===== config.mk =====
export PLATFORM = sky130hd
export DESIGN_NAME = div_pipe_sched_flat
export DESIGN_NICKNAME = d
export VERILOG_FILES = /design/src/rtl/div_pipe_sched_if.sv /design/src/rtl/div_pipe_sched.sv /design/src/flat_wrapper.sv
export SDC_FILE = /design/constraint.sdc
export NUM_CORES = 1
export LEC_CHECK = 0
export CORE_AREA = 2 2 157 159
export CTS_CLUSTER_DIAMETER = 40
export DETAILED_ROUTE_END_ITERATION = 10
export DIE_AREA = 0 0 159 161
export PLACE_DENSITY = 0.62
export SYNTH_ARGS = -nofsm -noshare
export SYNTH_HDL_FRONTEND = slang
export SYNTH_SLANG_ARGS = --single-unit

===== constraint.sdc =====
create_clock -name clk -period 3.09 [get_ports clk]
set_clock_uncertainty 0.05 [all_clocks]
set_input_delay 0.618 -clock clk [delete_from_list [all_inputs] [get_ports clk]]
set_output_delay 0.618 -clock clk [all_outputs]
set_load 0.01 [all_outputs]

===== src/rtl/div_pipe_sched_if.sv =====
`default_nettype none
// ------------------------------------------------------------------
// div_pipe_sched_if : requester-side operand/result bus of the shared
//                     divider scheduler
// Rev 1.0
// ------------------------------------------------------------------
interface div_pipe_sched_if #(
  parameter int NUM_REQ = 4,
  parameter int DW      = 32
);
  logic [NUM_REQ-1:0]    req_valid;
  logic [NUM_REQ*DW-1:0] req_a;
  logic [NUM_REQ*DW-1:0] req_b;
  logic [NUM_REQ-1:0]    req_ready;
  logic [NUM_REQ-1:0]    rsp_valid;
  logic [DW-1:0]         rsp_z;

  modport master (
    output req_valid, req_a, req_b,
    input  req_ready, rsp_valid, rsp_z
  );

  modport slave (
    input  req_valid, req_a, req_b,
    output req_ready, rsp_valid, rsp_z
  );
endinterface
`default_nettype wire


===== src/rtl/div_pipe_sched.sv =====
`default_nettype none
// ------------------------------------------------------------------
// div_pipe_sched : round-robin scheduler sharing one pipelined FP
//                  divider, with a shadow tag pipe routing quotients
// Rev 1.0
// ------------------------------------------------------------------
module div_pipe_sched #(
  parameter  int NUM_REQ     = 4,
  parameter  int sig_width   = 23,
  parameter  int exp_width   = 8,
  parameter  int DIV_LATENCY = 6,
  localparam int DW          = sig_width + exp_width + 1,
  localparam int ID_W        = $clog2(NUM_REQ)
) (
  input  logic            clk,
  input  logic            rst_n,
  input  logic            en,
  div_pipe_sched_if.slave req_if,
  output logic [DW-1:0]   div_a,
  output logic [DW-1:0]   div_b,
  output logic            div_ab_valid,
  input  logic [DW-1:0]   div_z,
  input  logic            div_z_valid,
  output logic            busy,
  output logic            err
);

  localparam int IDX_W = ID_W + 1;

  logic [ID_W-1:0]                  rr_ptr_q, rr_ptr_d;
  logic [DW-1:0]                    div_a_q, div_a_d;
  logic [DW-1:0]                    div_b_q, div_b_d;
  logic                             div_ab_valid_q, div_ab_valid_d;
  logic [ID_W-1:0]                  issue_id_q, issue_id_d;
  logic [DIV_LATENCY-1:0]           tag_v_q, tag_v_d;
  logic [DIV_LATENCY-1:0][ID_W-1:0] tag_id_q, tag_id_d;
  logic [NUM_REQ-1:0]               rsp_valid_q, rsp_valid_d;
  logic [DW-1:0]                    rsp_z_q, rsp_z_d;
  logic                             err_q, err_d;

  logic             gnt_found;
  logic [ID_W-1:0]  gnt_id;
  logic [IDX_W-1:0] scan_idx;
  logic             tail_v;
  logic [ID_W-1:0]  tail_id;
  logic             deliver;

  // Scan from rr_ptr upward with wrap; first valid requester wins.
  always_comb begin
    gnt_found = 1'b0;
    gnt_id    = '0;
    scan_idx  = '0;
    for (int k = 0; k < NUM_REQ; k++) begin
      scan_idx = {1'b0, rr_ptr_q} + IDX_W'(k);
      if (scan_idx >= IDX_W'(NUM_REQ)) begin
        scan_idx = scan_idx - IDX_W'(NUM_REQ);
      end
      if (!gnt_found && en && req_if.req_valid[scan_idx[ID_W-1:0]]) begin
        gnt_found = 1'b1;
        gnt_id    = scan_idx[ID_W-1:0];
      end
    end
  end

  assign req_if.req_ready = gnt_found ? (NUM_REQ'(1) << gnt_id) : '0;

  assign tail_v  = tag_v_q[DIV_LATENCY-1];
  assign tail_id = tag_id_q[DIV_LATENCY-1];
  assign deliver = div_z_valid & tail_v;

  always_comb begin
    rr_ptr_d       = rr_ptr_q;
    div_a_d        = div_a_q;
    div_b_d        = div_b_q;
    issue_id_d     = issue_id_q;
    div_ab_valid_d = gnt_found;
    if (gnt_found) begin
      rr_ptr_d   = (gnt_id == ID_W'(NUM_REQ - 1)) ? '0 : gnt_id + 1'b1;
      div_a_d    = req_if.req_a[int'(gnt_id)*DW +: DW];
      div_b_d    = req_if.req_b[int'(gnt_id)*DW +: DW];
      issue_id_d = gnt_id;
    end

    // Stage 0 captures the issue registers, so the tail meets div_z_valid.
    tag_v_d     = '0;
    tag_id_d    = '0;
    tag_v_d[0]  = div_ab_valid_q;
    tag_id_d[0] = issue_id_q;
    for (int s = 1; s < DIV_LATENCY; s++) begin
      tag_v_d[s]  = tag_v_q[s-1];
      tag_id_d[s] = tag_id_q[s-1];
    end

    rsp_valid_d = deliver ? (NUM_REQ'(1) << tail_id) : '0;
    rsp_z_d     = deliver ? div_z : rsp_z_q;
    err_d       = err_q | (div_z_valid ^ tail_v);
  end

  always_ff @(posedge clk or negedge rst_n) begin
    if (!rst_n) begin
      rr_ptr_q       <= '0;
      div_a_q        <= '0;
      div_b_q        <= '0;
      div_ab_valid_q <= 1'b0;
      issue_id_q     <= '0;
      tag_v_q        <= '0;
      tag_id_q       <= '0;
      rsp_valid_q    <= '0;
      rsp_z_q        <= '0;
      err_q          <= 1'b0;
    end else begin
      rr_ptr_q       <= rr_ptr_d;
      div_a_q        <= div_a_d;
      div_b_q        <= div_b_d;
      div_ab_valid_q <= div_ab_valid_d;
      issue_id_q     <= issue_id_d;
      tag_v_q        <= tag_v_d;
      tag_id_q       <= tag_id_d;
      rsp_valid_q    <= rsp_valid_d;
      rsp_z_q        <= rsp_z_d;
      err_q          <= err_d;
    end
  end

  assign div_a            = div_a_q;
  assign div_b            = div_b_q;
  assign div_ab_valid     = div_ab_valid_q;
  assign req_if.rsp_valid = rsp_valid_q;
  assign req_if.rsp_z     = rsp_z_q;
  assign err              = err_q;
  assign busy             = div_ab_valid_q | (|tag_v_q) | (|rsp_valid_q);

endmodule
`default_nettype wire


===== src/flat_wrapper.sv =====
// flat-port wrapper written by rule: the top's interface ports become plain ports
module div_pipe_sched_flat 
#(
  parameter  int NUM_REQ     = 4,
  parameter  int sig_width   = 23,
  parameter  int exp_width   = 8,
  parameter  int DIV_LATENCY = 6,
  localparam int DW          = sig_width + exp_width + 1,
  localparam int ID_W        = $clog2(NUM_REQ)
)
  (clk, rst_n, en, div_a, div_b, div_ab_valid, div_z, div_z_valid, busy, err, req_if_req_valid, req_if_req_a, req_if_req_b, req_if_req_ready, req_if_rsp_valid, req_if_rsp_z);
  div_pipe_sched_if #(.NUM_REQ(NUM_REQ)) req_if_i ();
  input  logic clk;
  input  logic rst_n;
  input  logic en;
  output logic [DW-1:0] div_a;
  output logic [DW-1:0] div_b;
  output logic div_ab_valid;
  input  logic [DW-1:0] div_z;
  input  logic div_z_valid;
  output logic busy;
  output logic err;
  input wire logic [$bits(req_if_i.req_valid)-1:0] req_if_req_valid;
  input wire logic [$bits(req_if_i.req_a)-1:0] req_if_req_a;
  input wire logic [$bits(req_if_i.req_b)-1:0] req_if_req_b;
  output wire logic [$bits(req_if_i.req_ready)-1:0] req_if_req_ready;
  output wire logic [$bits(req_if_i.rsp_valid)-1:0] req_if_rsp_valid;
  output wire logic [$bits(req_if_i.rsp_z)-1:0] req_if_rsp_z;
  assign req_if_i.req_valid = req_if_req_valid;
  assign req_if_i.req_a = req_if_req_a;
  assign req_if_i.req_b = req_if_req_b;
  assign req_if_req_ready = req_if_i.req_ready;
  assign req_if_rsp_valid = req_if_i.rsp_valid;
  assign req_if_rsp_z = req_if_i.rsp_z;
  div_pipe_sched #(.NUM_REQ(NUM_REQ), .sig_width(sig_width), .exp_width(exp_width), .DIV_LATENCY(DIV_LATENCY)) u_core (.clk(clk), .rst_n(rst_n), .en(en), .req_if(req_if_i), .div_a(div_a), .div_b(div_b), .div_ab_valid(div_ab_valid), .div_z(div_z), .div_z_valid(div_z_valid), .busy(busy), .err(err));
endmodule

==> out/metrics.yaml <==
clock_tree:
  cts_buffers: 17
  h-tree-depth: 4
  root_buffer: "clkbuf_16"
  insertion_delay_ps: 410
  path_clk_slew_ps: 60
  cts_num_sinks: 124
  cts_tree: "yes"
  clock_path_buffers: 2
  hold_buffers: 0
synthesis:
  ys_types: 40
  async_flop_share: 1.00
  synth-main-ff-cell: "dfrtp_1"
  synth-simple-area-share: 0.0634
  synth_edf_count: 0
  synthAdderAreaFrac: 0.00400
  synth_top_family_by_area: "compound AO/OA/AOI/OAI gates"
  synthMuxAreaShare: 0.160
  ys_seq_area_frac: 0.496
  synth_compound_area_frac: 0.226
  syn_inst: 512
  synth_fp_nets: 810
  ys_ff_latch: 124
  syn_area_mm2: 0.00625
  yosysWarnings: 0
  syn_avg_cell_area_um2: 12.2
  synth-xor-area-share: 0.00140
timing:
  finalHoldViolCount: 0
  min_period_over_period: 0.959
  rsz0062_at_grt: "false"
  maxSlewHeadroom: 0.440
  fmax_mhz: 337
  slew_viol_final: 0
  tns_ps: 0
  fin_crit_ps: 2960
  tightest_slew_ps: 839
  setup_violations: 0
die:
  pin_count: 403
  dieArea_mm2: 0.0256
  coreArea_mm2: 0.0240
  die_h_um: 161
  die_width_um: 159
  initial_core_util: 0.261
  row_count: 57
power:
  leakage_uw: 0.00444
  ir_drop_mv: 0.451
  powerDensity_mw_per_mm2: 700
  power_uw: 7870
setup_path:
  worst-path-buf-inv: 4
  required_ps: 2420
  critPathSlowestCell: "clkdlybuf4s50_1"
  worstPathArrival_ps: 2300
  startpoint_type: "input pin"
  cp_slowest_stage_delay_ps: 520
  critPathTopFamily: "buffers and inverters"
  path_cells: "clkdlybuf4s50_1, buf_4, o41ai_4, inv_1, and2_1, dlygate4sd2_1"
  worstSetupPathType: "input pin to primary output"
  crit_path_end_kind: "primary output"
  path_max_fanout: 6
drt:
  drt_pass1_iterations: 4
  vias: 5930
  wl_per_cell_um: 19.2
  antenna_left: 0
  drc_errors: 0
  wirelength_um: 23900
  dr.first_iter.drc_count: 301
  viasPerCell: 4.76
global_route:
  gr-usage-all-layers: 0.184
  antenna_found_initial: 3
  grt_pass1_wl_um: 36300
  grt_max_degree: 71
  grt_pass1_vias: 6113
  overflow: 0
status:
  status: "finished clean"
placed_design:
  placed_cell_area_mm2: 0.0106
  post-dp-hpwl_um: 17400
  port-buffer-count: 402
  gp_congestion: 0.797
job:
  cap_violations: 0
hold_path:
  hp-class: "input pin to async pin"
cells_and_area:
  fin_util: 0.469
  final_cell_area_mm2: 0.0112
  final_layout_size_suffix_gt1_frac: 0.157
  area_growth_pct: 79.8
  nets: 1203
path summary, 6_finish.rpt:
check	start	to	slack [ps]	cells after the start
worst min-delay path	rst_n	u_core.req_if.rsp_z[18]$_DFFE_PN0P_	20	1
worst max register to register	u_core.rr_ptr_q[0]$_DFFE_PN0P_	u_core.div_b[24]$_DFFE_PN0P_	770	6
worst max-delay path	req_if_req_valid[2]	req_if_req_ready[3]	130	6
worst min register to register	u_core.tag_id_d[10]$_DFF_PN0_	u_core.tail_id[0]$_DFF_PN0_	290	0
min in group clk	u_core.tag_id_d[10]$_DFF_PN0_	u_core.tail_id[0]$_DFF_PN0_	290	0
max in group asynchronous	rst_n	u_core.div_a[11]$_DFFE_PN0P_	2240	2
cell families after synthesis:
group,Yosys count
flip-flops,124
AO/OA/AOI/OAI,143
XOR/XNOR,1
buffers and inverters,54
multiplexers,96
adder cells (fa/ha/maj),2
AND/OR/NAND/NOR,92
metrics by stage:
| step | cells | worst slack, ps | hold slack (ps) |
|---|---|---|---|
| 6_report | 1245 | 126 | 24.3 |
| 2_1_floorplan | 512 | 425 | 272 |
| 5_1_grt | 1245 | 26.8 | 26.4 |
| 3_5_place_dp | 1210 | -176 | 286 |
| 4_1_cts | 1242 | 109 | 11.8 |
| 3_3_place_gp | 1210 | -169 | 283 |
layout make-up:
type                    count  area [µm²]
fillers                  2294       12700
repair buffers            423        4240
flip-flops and latches    124        3100
multi-input cells         334        2880
clock buffers              17         425
well taps                 324         405
clock inverters            15         166
inverters                   5        18.8
diodes                      3        7.51
routing by layer:
layer  GRT usage  vias up  routed length [µm]
met5           0        -                   0
met1       0.227     2872                9990
met2       0.313      278               11700
met3      0.0514       17                1860
li1            -     2763                   -
met4      0.0566        0                 301
sequential cells by signal (all words and copies together), names as in the netlist:
signal	flops
u_core.div_a	32
u_core.div_b	32
u_core.req_if.rsp_z	32
u_core.tag_id_d	10
u_core.tag_v_q	6
u_core.req_if.rsp_valid	4
u_core.issue_id_q	2
u_core.rr_ptr_q	2
u_core.tail_id	2
u_core.div_ab_valid	1
u_core.err	1
synth_stat cells (2+ instances only):
master	count	share of area
dfrtp_1	124	0.50
nand2_1	71	0.043
mux2i_1	64	0.10
o221ai_1	64	0.090
a22oi_2	50	0.10
mux2_2	32	0.058
clkbuf_1	19	0.011
a22oi_1	14	0.017
buf_2	11	0.0088
buf_4	8	0.0096
buf_6	8	0.014
inv_1	5	0.0030
nor2_1	4	0.0024
buf_1	3	0.0018
a21o_1	2	0.0024
a21oi_1	2	0.0016
and2_1	2	0.0020
ha_1	2	0.0040
nand2b_1	2	0.0020
nand3_1	2	0.0016
nor2b_1	2	0.0020
nor4_1	2	0.0020
o211ai_1	2	0.0024
repair_timing:
item / CTS / global route
setup endpoints to repair: 4 / 1
gates resized for setup: 6 / 2
buffers inserted: 0 / 0
pin swaps: 1 / 0
hold endpoints to repair: 0 / 0
power breakdown:
group,internal [µW],switching [µW],leakage (µW),total (µW)
logic,1830,1610,0.00267,3440
registers,2130,302,0.00149,2430
clock network,1150,854,0.000288,2010
total,5110,2770,0.00444,7870
placed cells by master (no fill, tap or decap), types with 3 or more instances in the layout:
master,instances
inv_8,5
inv_1,5
nand2_1,70
dfrtp_1,124
clkbuf_16,17
clkdlybuf4s50_1,396
a22oi_1,14
buf_12,5
dlygate4sd2_1,5
inv_6,5
a22oi_2,50
mux2i_1,64
o221ai_1,64
buf_4,16
nor2_1,4
diode_2,3
mux2_2,32
(Power assumes the default switching activity.)
